[config.mk]
export PLATFORM = sky130hd
export DESIGN_NAME = mem_preload_ctrl
export DESIGN_NICKNAME = d
export VERILOG_FILES = /design/src/rtl/mem_preload_pkg.sv /design/src/rtl/mem_preload_csum.sv /design/src/rtl/mem_preload_ctrl.sv
export SDC_FILE = /design/constraint.sdc
export NUM_CORES = 1
export LEC_CHECK = 0
export ABC_AREA = 1
export CAP_MARGIN = 30
export CORE_AREA = 2 2 128 68
export CTS_BUF_LIST = sky130_fd_sc_hd__clkbuf_8
export DETAILED_ROUTE_END_ITERATION = 10
export DIE_AREA = 0 0 130 70
export GPL_TIMING_DRIVEN = 0
export PLACE_DENSITY = 0.87
export RECOVER_POWER = 50
export SLEW_MARGIN = 25
export SYNTH_ARGS = -nofsm -noshare
export SYNTH_HDL_FRONTEND = slang
export SYNTH_SLANG_ARGS = --single-unit
[constraint.sdc]
create_clock -name clk_i -period 2.3 [get_ports clk_i]
set_input_delay 0.46 -clock clk_i [delete_from_list [all_inputs] [get_ports clk_i]]
set_output_delay 0.46 -clock clk_i [all_outputs]
set_load 0.1 [all_outputs]
[src/rtl/mem_preload_pkg.sv]
// Shared types and helpers for the closely-coupled-memory preload controller.
// The checksum width is used only when MEM_PRELOAD_CHECKSUM_EN is defined.
package mem_preload_pkg;

    typedef enum logic [1:0] {
        OP_SETADDR = 2'd0,
        OP_WRITE   = 2'd1,
        OP_DONE    = 2'd2,
        OP_RSVD    = 2'd3
    } op_e;

    typedef enum logic [1:0] {
        ST_LOAD  = 2'd0,
        ST_DRAIN = 2'd1,
        ST_RUN   = 2'd2
    } state_e;

    localparam int CSUM_W = 32;

    // Widest supported word; callers truncate the mask to their own DataWidth.
    localparam int MAX_DW = 256;
    localparam int MAX_BE = MAX_DW / 8;

    function automatic logic [MAX_DW-1:0] be_to_mask(input logic [MAX_BE-1:0] be);
        logic [MAX_DW-1:0] mask;
        mask = '0;
        for (int i = 0; i < MAX_BE; i++) begin
            mask[8*i +: 8] = {8{be[i]}};
        end
        return mask;
    endfunction

endpackage

[src/rtl/mem_preload_csum.sv]
// Running additive checksum over completed preload writes (address plus masked data).
// Instantiated by mem_preload_ctrl only when MEM_PRELOAD_CHECKSUM_EN is defined.
module mem_preload_csum
    import mem_preload_pkg::*;
#(
    parameter int AddrWidth = 11,
    parameter int DataWidth = 32
) (
    input  logic                 clk_i,
    input  logic                 rst_ni,
    input  logic                 fold_i,
    input  logic [AddrWidth-1:0] addr_i,
    input  logic [DataWidth-1:0] data_i,
    input  logic [DataWidth-1:0] mask_i,
    output logic [CSUM_W-1:0]    csum_o
);

    logic [CSUM_W-1:0] csum_q;

    always_ff @(posedge clk_i or negedge rst_ni) begin
        if (!rst_ni) begin
            csum_q <= '0;
        end else if (fold_i) begin
            csum_q <= csum_q + CSUM_W'(addr_i) + CSUM_W'(data_i & mask_i);
        end
    end

    assign csum_o = csum_q;

endmodule

[src/rtl/mem_preload_ctrl.sv]
// Command-driven preloader for the core's closely-coupled memories; holds the core in reset
// until the load is drained. Optional DONE checksum verification: MEM_PRELOAD_CHECKSUM_EN.
module mem_preload_ctrl
    import mem_preload_pkg::*;
#(
    parameter int  DataWidth = 32,
    parameter int  AddrWidth = 11,
    parameter int  Depth     = 2048,
    parameter int  NumMem    = 2,
    localparam int SelW      = (NumMem > 1) ? $clog2(NumMem) : 1,
    localparam int WordsW    = AddrWidth + $clog2(NumMem) + 1
) (
    input  logic                   clk_i,
    input  logic                   rst_ni,
    input  logic                   cmd_valid_i,
    output logic                   cmd_ready_o,
    input  logic [1:0]             cmd_op_i,
    input  logic [SelW-1:0]        cmd_sel_i,
    input  logic [DataWidth-1:0]   cmd_data_i,
    input  logic [DataWidth/8-1:0] cmd_be_i,
    output logic [NumMem-1:0]      mem_we_o,
    input  logic [NumMem-1:0]      mem_gnt_i,
    output logic [AddrWidth-1:0]   mem_addr_o,
    output logic [DataWidth-1:0]   mem_wdata_o,
    output logic [DataWidth-1:0]   mem_wmask_o,
    output logic                   core_rst_no,
    output logic                   finish_o,
    output logic                   err_o,
    output logic [WordsW-1:0]      words_o
);

    localparam logic [AddrWidth-1:0] LastAddr = AddrWidth'(Depth - 1);

    state_e                 state_q;
    logic                   live_q;
    logic [AddrWidth-1:0]   addr_q;
    logic [SelW-1:0]        sel_q;
    logic                   inval_q;
    logic [NumMem-1:0]      we_q;
    logic [AddrWidth-1:0]   maddr_q;
    logic [DataWidth-1:0]   wdata_q;
    logic [DataWidth-1:0]   wmask_q;
    logic                   err_q;
    logic                   finish_q;
    logic                   core_rst_q;
    logic [WordsW-1:0]      words_q;

    op_e                    op;
    logic                   pend;
    logic                   pend_done;
    logic                   accept;
    logic                   setaddr_ok;
    logic [DataWidth-1:0]   beat_mask;
    logic [NumMem-1:0]      sel_onehot;

    assign op         = op_e'(cmd_op_i);
    // we_q is one-hot on the target memory, so it doubles as the pending flag.
    assign pend       = |we_q;
    assign pend_done  = |(we_q & mem_gnt_i);
    // live_q keeps ready low through reset and the first cycle after release.
    assign cmd_ready_o = live_q && (state_q == ST_LOAD) && (!pend || pend_done);
    assign accept     = cmd_valid_i && cmd_ready_o;
    assign setaddr_ok = ((DataWidth + 32)'(cmd_data_i) < (DataWidth + 32)'(Depth)) &&
                        (32'(cmd_sel_i) < 32'(NumMem));
    assign beat_mask  = DataWidth'(be_to_mask(MAX_BE'(cmd_be_i)));
    assign sel_onehot = NumMem'(1) << sel_q;

`ifdef MEM_PRELOAD_CHECKSUM_EN
    logic [CSUM_W-1:0] csum;
    logic [CSUM_W-1:0] done_csum_q;
    logic              csum_bad_q;

    mem_preload_csum #(
        .AddrWidth (AddrWidth),
        .DataWidth (DataWidth)
    ) u_csum (
        .clk_i  (clk_i),
        .rst_ni (rst_ni),
        .fold_i (pend_done),
        .addr_i (maddr_q),
        .data_i (wdata_q),
        .mask_i (wmask_q),
        .csum_o (csum)
    );
`endif

    always_ff @(posedge clk_i or negedge rst_ni) begin
        if (!rst_ni) begin
            state_q    <= ST_LOAD;
            live_q     <= 1'b0;
            addr_q     <= '0;
            sel_q      <= '0;
            inval_q    <= 1'b0;
            we_q       <= '0;
            maddr_q    <= '0;
            wdata_q    <= '0;
            wmask_q    <= '0;
            err_q      <= 1'b0;
            finish_q   <= 1'b0;
            core_rst_q <= 1'b0;
            words_q    <= '0;
`ifdef MEM_PRELOAD_CHECKSUM_EN
            done_csum_q <= '0;
            csum_bad_q  <= 1'b0;
`endif
        end else begin
            live_q <= 1'b1;

            if (pend_done) begin
                we_q    <= '0;
                words_q <= words_q + 1'b1;
            end

            case (state_q)
                ST_LOAD: begin
                    if (accept) begin
                        case (op)
                            OP_SETADDR: begin
                                if (setaddr_ok) begin
                                    addr_q  <= cmd_data_i[AddrWidth-1:0];
                                    sel_q   <= cmd_sel_i;
                                    inval_q <= 1'b0;
                                end else begin
                                    err_q <= 1'b1;
                                end
                            end
                            OP_WRITE: begin
                                if (inval_q) begin
                                    err_q <= 1'b1;
                                end else begin
                                    // An all-zero byte enable skips the write but still advances.
                                    if (|cmd_be_i) begin
                                        we_q    <= sel_onehot;
                                        maddr_q <= addr_q;
                                        wdata_q <= cmd_data_i;
                                        wmask_q <= beat_mask;
                                    end
                                    if (addr_q == LastAddr) begin
                                        inval_q <= 1'b1;
                                    end else begin
                                        addr_q <= addr_q + 1'b1;
                                    end
                                end
                            end
                            OP_DONE: begin
                                state_q <= ST_DRAIN;
`ifdef MEM_PRELOAD_CHECKSUM_EN
                                done_csum_q <= CSUM_W'(cmd_data_i);
`endif
                            end
                            OP_RSVD: begin
                                err_q <= 1'b1;
                            end
                            default: begin
                                err_q <= 1'b1;
                            end
                        endcase
                    end
                end
                ST_DRAIN: begin
                    if (!pend) begin
                        state_q <= ST_RUN;
`ifdef MEM_PRELOAD_CHECKSUM_EN
                        // Every write has been folded by now, so the sum is final.
                        if (csum != done_csum_q) begin
                            csum_bad_q <= 1'b1;
                            err_q      <= 1'b1;
                        end
`endif
                    end
                end
                ST_RUN: begin
                    finish_q <= 1'b1;
`ifdef MEM_PRELOAD_CHECKSUM_EN
                    core_rst_q <= !csum_bad_q;
`else
                    core_rst_q <= 1'b1;
`endif
                end
                default: begin
                    state_q <= ST_LOAD;
                end
            endcase
        end
    end

    assign mem_we_o    = we_q;
    assign mem_addr_o  = maddr_q;
    assign mem_wdata_o = wdata_q;
    assign mem_wmask_o = wmask_q;
    assign core_rst_no = core_rst_q;
    assign finish_o    = finish_q;
    assign err_o       = err_q;
    assign words_o     = words_q;

endmodule

=== Word level (Yosys, flattened, before mapping) ===
Index checks and enable logic that the tools add are counted.

* $add $sub $neg: 2
* Multiply operators: 0
* Div/mod/pow operators: 0
* $lt $le $gt $ge: 1
* Eq/ne operators: 14
* Shift operators: 1
* Mux-type cells: 21
* Bitwise logic cells: 3
* Reduce and logical (&&, ||, !) cells: 18

{| class="wikitable"
|+ Operators by type and width
! operator !! count
|-
| $mux W11 || 3
|-
| $lt A32 B12 Y1 const B || 1
|-
| $pmux W11 S2 || 1
|-
| $mux W2 || 9
|-
| $ne A2 B2 Y1 const B || 7
|-
| $add A13 B1 Y13 const B || 1
|-
| $reduce_and A4 Y1 || 3
|-
| $add A11 B1 Y11 const B || 1
|-
| $eq A11 B11 Y1 const B || 1
|-
| $reduce_and A5 Y1 || 2
|-
| $eq A2 B2 Y1 const B || 3
|-
| $pmux W2 S3 || 1
|-
| $reduce_and A6 Y1 || 1
|-
| $mux W1 || 5
|-
| $eq A2 B1 Y1 const B || 2
|-
| $logic_not A2 Y1 || 2
|-
| $reduce_or A2 Y1 || 2
|-
| $reduce_or A4 Y1 || 1
|-
| $logic_and A1 B1 Y1 || 3
|-
| $pmux W1 S3 || 1
|-
| $reduce_bool A3 Y1 || 1
|-
| $and A2 B2 Y2 || 1
|-
| $ne A2 B1 Y1 const B || 1
|-
| $not A1 Y1 || 2
|-
| other kinds (5) || 5
|}

* Bits in registers: 101
* Latch bits: 0
* RAM bits: 0
* Bits in read-only memories: 0
* Input port bits: 44
* Output and inout bits: 94
* Word-level logic and storage cells: 72
* Memories kept: 0

=== Logic depth before layout (Yosys ltp) ===
* Word-level depth: 8
* Depth in mapped cells: 11
* Gate-level depth less buffers: 9

=== Least setup slack after synthesis ===
Ideal clock, no wire load.

* Path type: register -> output
* Start: reg we_q[0], in the netlist mem_we_o[0]
* End: out cmd_ready_o
* Arrival time: 1871 ps
* Data required time: 1840 ps
* Slack: -31 ps
* Stages on the path, launching flop included: 5
* Buffers on the path: 0
* Cell sequence: dfrtp_1 nand2_1 nand3_1 nand2_1 inv_1

* Word-level cells in the longest chain between the ends: 4
* Elaborated cells on any way between the ends: 6
* Classes of those cells: 1 x bitwise; 5 x reduce/logical

{| class="wikitable"
|+ RTL lines
! what !! RTL line !! source
|-
| from (decl) || mem_preload_ctrl.sv:39 || <nowiki>logic [NumMem-1:0] we_q;</nowiki>
|-
| from (signal assigned) || mem_preload_ctrl.sv:133 || <nowiki>we_q <= sel_onehot;</nowiki>
|-
| $and A2 B2 Y2 or $reduce_or A2 Y1 (tied branches) || mem_preload_ctrl.sv:59, mem_preload_ctrl.sv:58 ||
|-
| $reduce_or A2 Y1 or $logic_not A1 Y1 (tied branches) || n/a ||
|-
| $logic_or A1 B1 Y1 (*) || mem_preload_ctrl.sv:61 || <nowiki>assign cmd_ready_o = live_q && (state_q == ST_LOAD) && (!pend || pend_done);</nowiki>
|-
| $logic_and A1 B1 Y1 (*) || mem_preload_ctrl.sv:61 ||
|-
| to (decl) || mem_preload_ctrl.sv:16 || <nowiki>output logic cmd_ready_o,</nowiki>
|}

Mark *: on every way between the ends. The rest lies on a longest branch, timed or not.

==> flow_summary.json <==
{
  "grt_overflow": 0,
  "clk_pin_slew_worst_paths_ns": 0.08,
  "fin_crit_sh": 0.957,
  "portBuffers": 137,
  "hold_start": "words_o[12]$_DFFE_PN0P_",
  "ant_nets": 0,
  "synth_most_common_cell": "nand2_1",
  "critical_path_class": "reg2out",
  "whs_path_depth": 1,
  "cts_resized": 139,
  "finalCriticalPeriod_ns": 2.20,
  "clockRootBuffer": "clkbuf_8",
  "slew_headroom": -0.0622,
  "hold_viol": 0,
  "dr.pass1.iters": 5,
  "rr_endpoint": "addr_q[4]$_DFFE_PN0P_",
  "htree_num_levels": 3,
  "drv_cap": 1,
  "die_x_um": 130,
  "reg2reg_depth": 9,
  "cts_num_sinks": 80,
  "nets": 692,
  "wl_per_cell_um": 15.3,
  "startpoint_type": "flip-flop",
  "crit_fanout": 9,
  "hold_class": "reg2reg",
  "outcome": "finished, violations left",
  "cts_made_buffers": 9,
  "grtUsageTotal": 0.267,
  "syn_area_um2": 3980,
  "synth-edff-count": 0,
  "dp_hpwl_um": 8960,
  "initial_core_util": 0.485,
  "grt_first_pass_wirelength_um": 18700,
  "worstPathRequired_ns": 1.84,
  "rsz0062_at_grt": "false",
  "violations": "max-capacitance violations, max-slew violations",
  "crit_buf_inv": 1,
  "post-cts-setup-buffers": 0,
  "max_slew.worst_pin.slew_ns": 1.59,
  "crit_path_top_delay_cell": "dlygate4sd2_1",
  "hold_end": "words_o[12]$_DFFE_PN0P_",
  "setup_viol": 0,
  "dieHeight_um": 70,
  "synth-main-ff-cell": "dfrtp_1",
  "antenna_cells": 0,
  "rr_startpoint": "addr_q[1]$_DFFE_PN0P_",
  "rows": 24,
  "synth.top_cells.by_count": "nand2_1 (170), dfrtp_1 (80), nor2_1 (44), o21ai_0 (44), inv_1 (32)",
  "path_cells": "dlygate4sd2_1",
  "viasPerCell": 5.12,
  "placedCellCount": 752,
  "ios": 138,
  "drv_slew": 28,
  "r2r_slack_ns": 0.22,
  "worstPathArrival_ns": 1.74,
  "synth_cell_types": 26,
  "dieArea_um2": 9100,
  "final_cells": 768,
  "drt_iter0_drc": 344,
  "via_count": 3929,
  "syn_to_final_growth_pct": 39.4,
  "postCtsHoldBufs": 0,
  "clk_latency_ns": 0.36,
  "synth_nets": 543,
  "cp_top_family": "buffers and inverters",
  "cts_tree": "built",
  "grt_antenna_before_repair": 0,
  "yosysTopAreaCell": "dfrtp_1",
  "ys_ff_latch": 80,
  "ys_async_sr_fraction": 1.00,
  "seq_area_frac_synth": 0.503,
  "drcViolationCount": 0,
  "wirelength_um": 11700,
  "ys_warn_count": 0,
  "fmax_mhz": 454,
  "yosys.area.top_type_share": 0.503,
  "end_kind": "primary output",
  "cts.path.max_buffers": 2,
  "drive_gt1_frac": 0.140,
  "synthCells": 497,
  "max_stage_delay_ns": 0.89,
  "synth_area_leaders": "dfrtp_1 (50%), nand2_1 (16%), buf_4 (5.7%)",
  "syn_avg_cell_area_um2": 8.00,
  "timing.hold.ws_ns": 0.466,
  "fin_skew_ns": 0.00798,
  "place_congestion": 0.874,
  "grt_max_degree": 54,
  "grt_pass1_vias": 3749,
  "design.core.area_um2": 8200
}
flip-flops by register name, indices dropped and copies added, names as in the netlist:
name,cells
mem_wmask_o,4
err_o,1
words_o,13
mem_wdata_o,32
state_q,2
core_rst_no,1
addr_q,11
sel_q,1
inval_q,1
live_q,1
mem_addr_o,11
mem_we_o,2
worst max path at each step:
| stage | from | to | slack [ns] | cells after the start |
|---|---|---|---|---|
| after global routing | addr_q[1]$_DFFE_PN0P_ | addr_q[4]$_DFFE_PN0P_ | 0.009 | 9 |
| after global placement | rst_ni | mem_we_o[0]$_DFF_PN0_ | -2.26 | 1 |
| after floorplan | mem_we_o[0]$_DFF_PN0_ | cmd_ready_o | 0.27 | 4 |
| after detailed placement | mem_gnt_i[1] | cmd_ready_o | -0.51 | 6 |
| final | mem_wmask_o[23]$_DFFE_PN0P_ | mem_wmask_o[16] | 0.1 | 1 |
| after CTS | mem_wmask_o[15]$_DFFE_PN0P_ | mem_wmask_o[10] | 0.005 | 2 |
per-layer routing:
layer / vias to the layer above / routed length [um] / track usage
li1: 1843 / - / -
met3: 19 / 1020 / 0.0651
met2: 184 / 5290 / 0.408
met4: 0 / 127 / 0.0753
met5: - / 0 / 0
met1: 1883 / 5310 / 0.382
cell type report:
type / instances / area (um^2)
fill: 690 / 2650
sequential: 80 / 2000
multi-input combinational: 336 / 1530
timing repair buffer: 138 / 1230
buffer: 46 / 314
tap: 117 / 146
clock buffer: 10 / 138
inverter: 35 / 131
clock inverter: 6 / 60.1
placed cells by master (no fill, tap or decap), drive strengths merged, types with 5 or more instances in the layout:
master,count
nand2,170
dfrtp,80
dlygate4sd2,57
clkbuf,54
nor2,47
o21ai,44
clkdlybuf4s50,41
inv,36
nand3,30
buf,25
clkdlybuf4s15,16
a21oi,13
nand4,8
xor2,8
xnor2,5
per-stage QoR:
| stage | setup WS [ns] | area, um^2 | TNS (ns) | utilization |
|---|---|---|---|---|
| global route | 0.00922 | 5550 | 0 | 0.676 |
| CTS | 0.00523 | 5660 | 0 | 0.690 |
| global placement | -2.26 | 5500 | -160.26 | 0.671 |
| floorplan | 0.266 | 3980 | 0 | - |
| detailed placement | -0.508 | 5520 | -5.09 | 0.674 |
| finish | 0.0979 | 5550 | 0 | 0.676 |
kinds of logic after synthesis:
kind of cell	share of synthesized area
AOI/OAI and AO/OA	0.0774
and+or+nand+nor	0.270
buffers and inverters	0.113
other	0.000943
xor gates and xnor gates	0.0286
DFF	0.503
adders and majority gates	0.00629
Power is not shown: default switching activity piles up to over one toggle a cycle in this logic, so the estimate is an artifact.
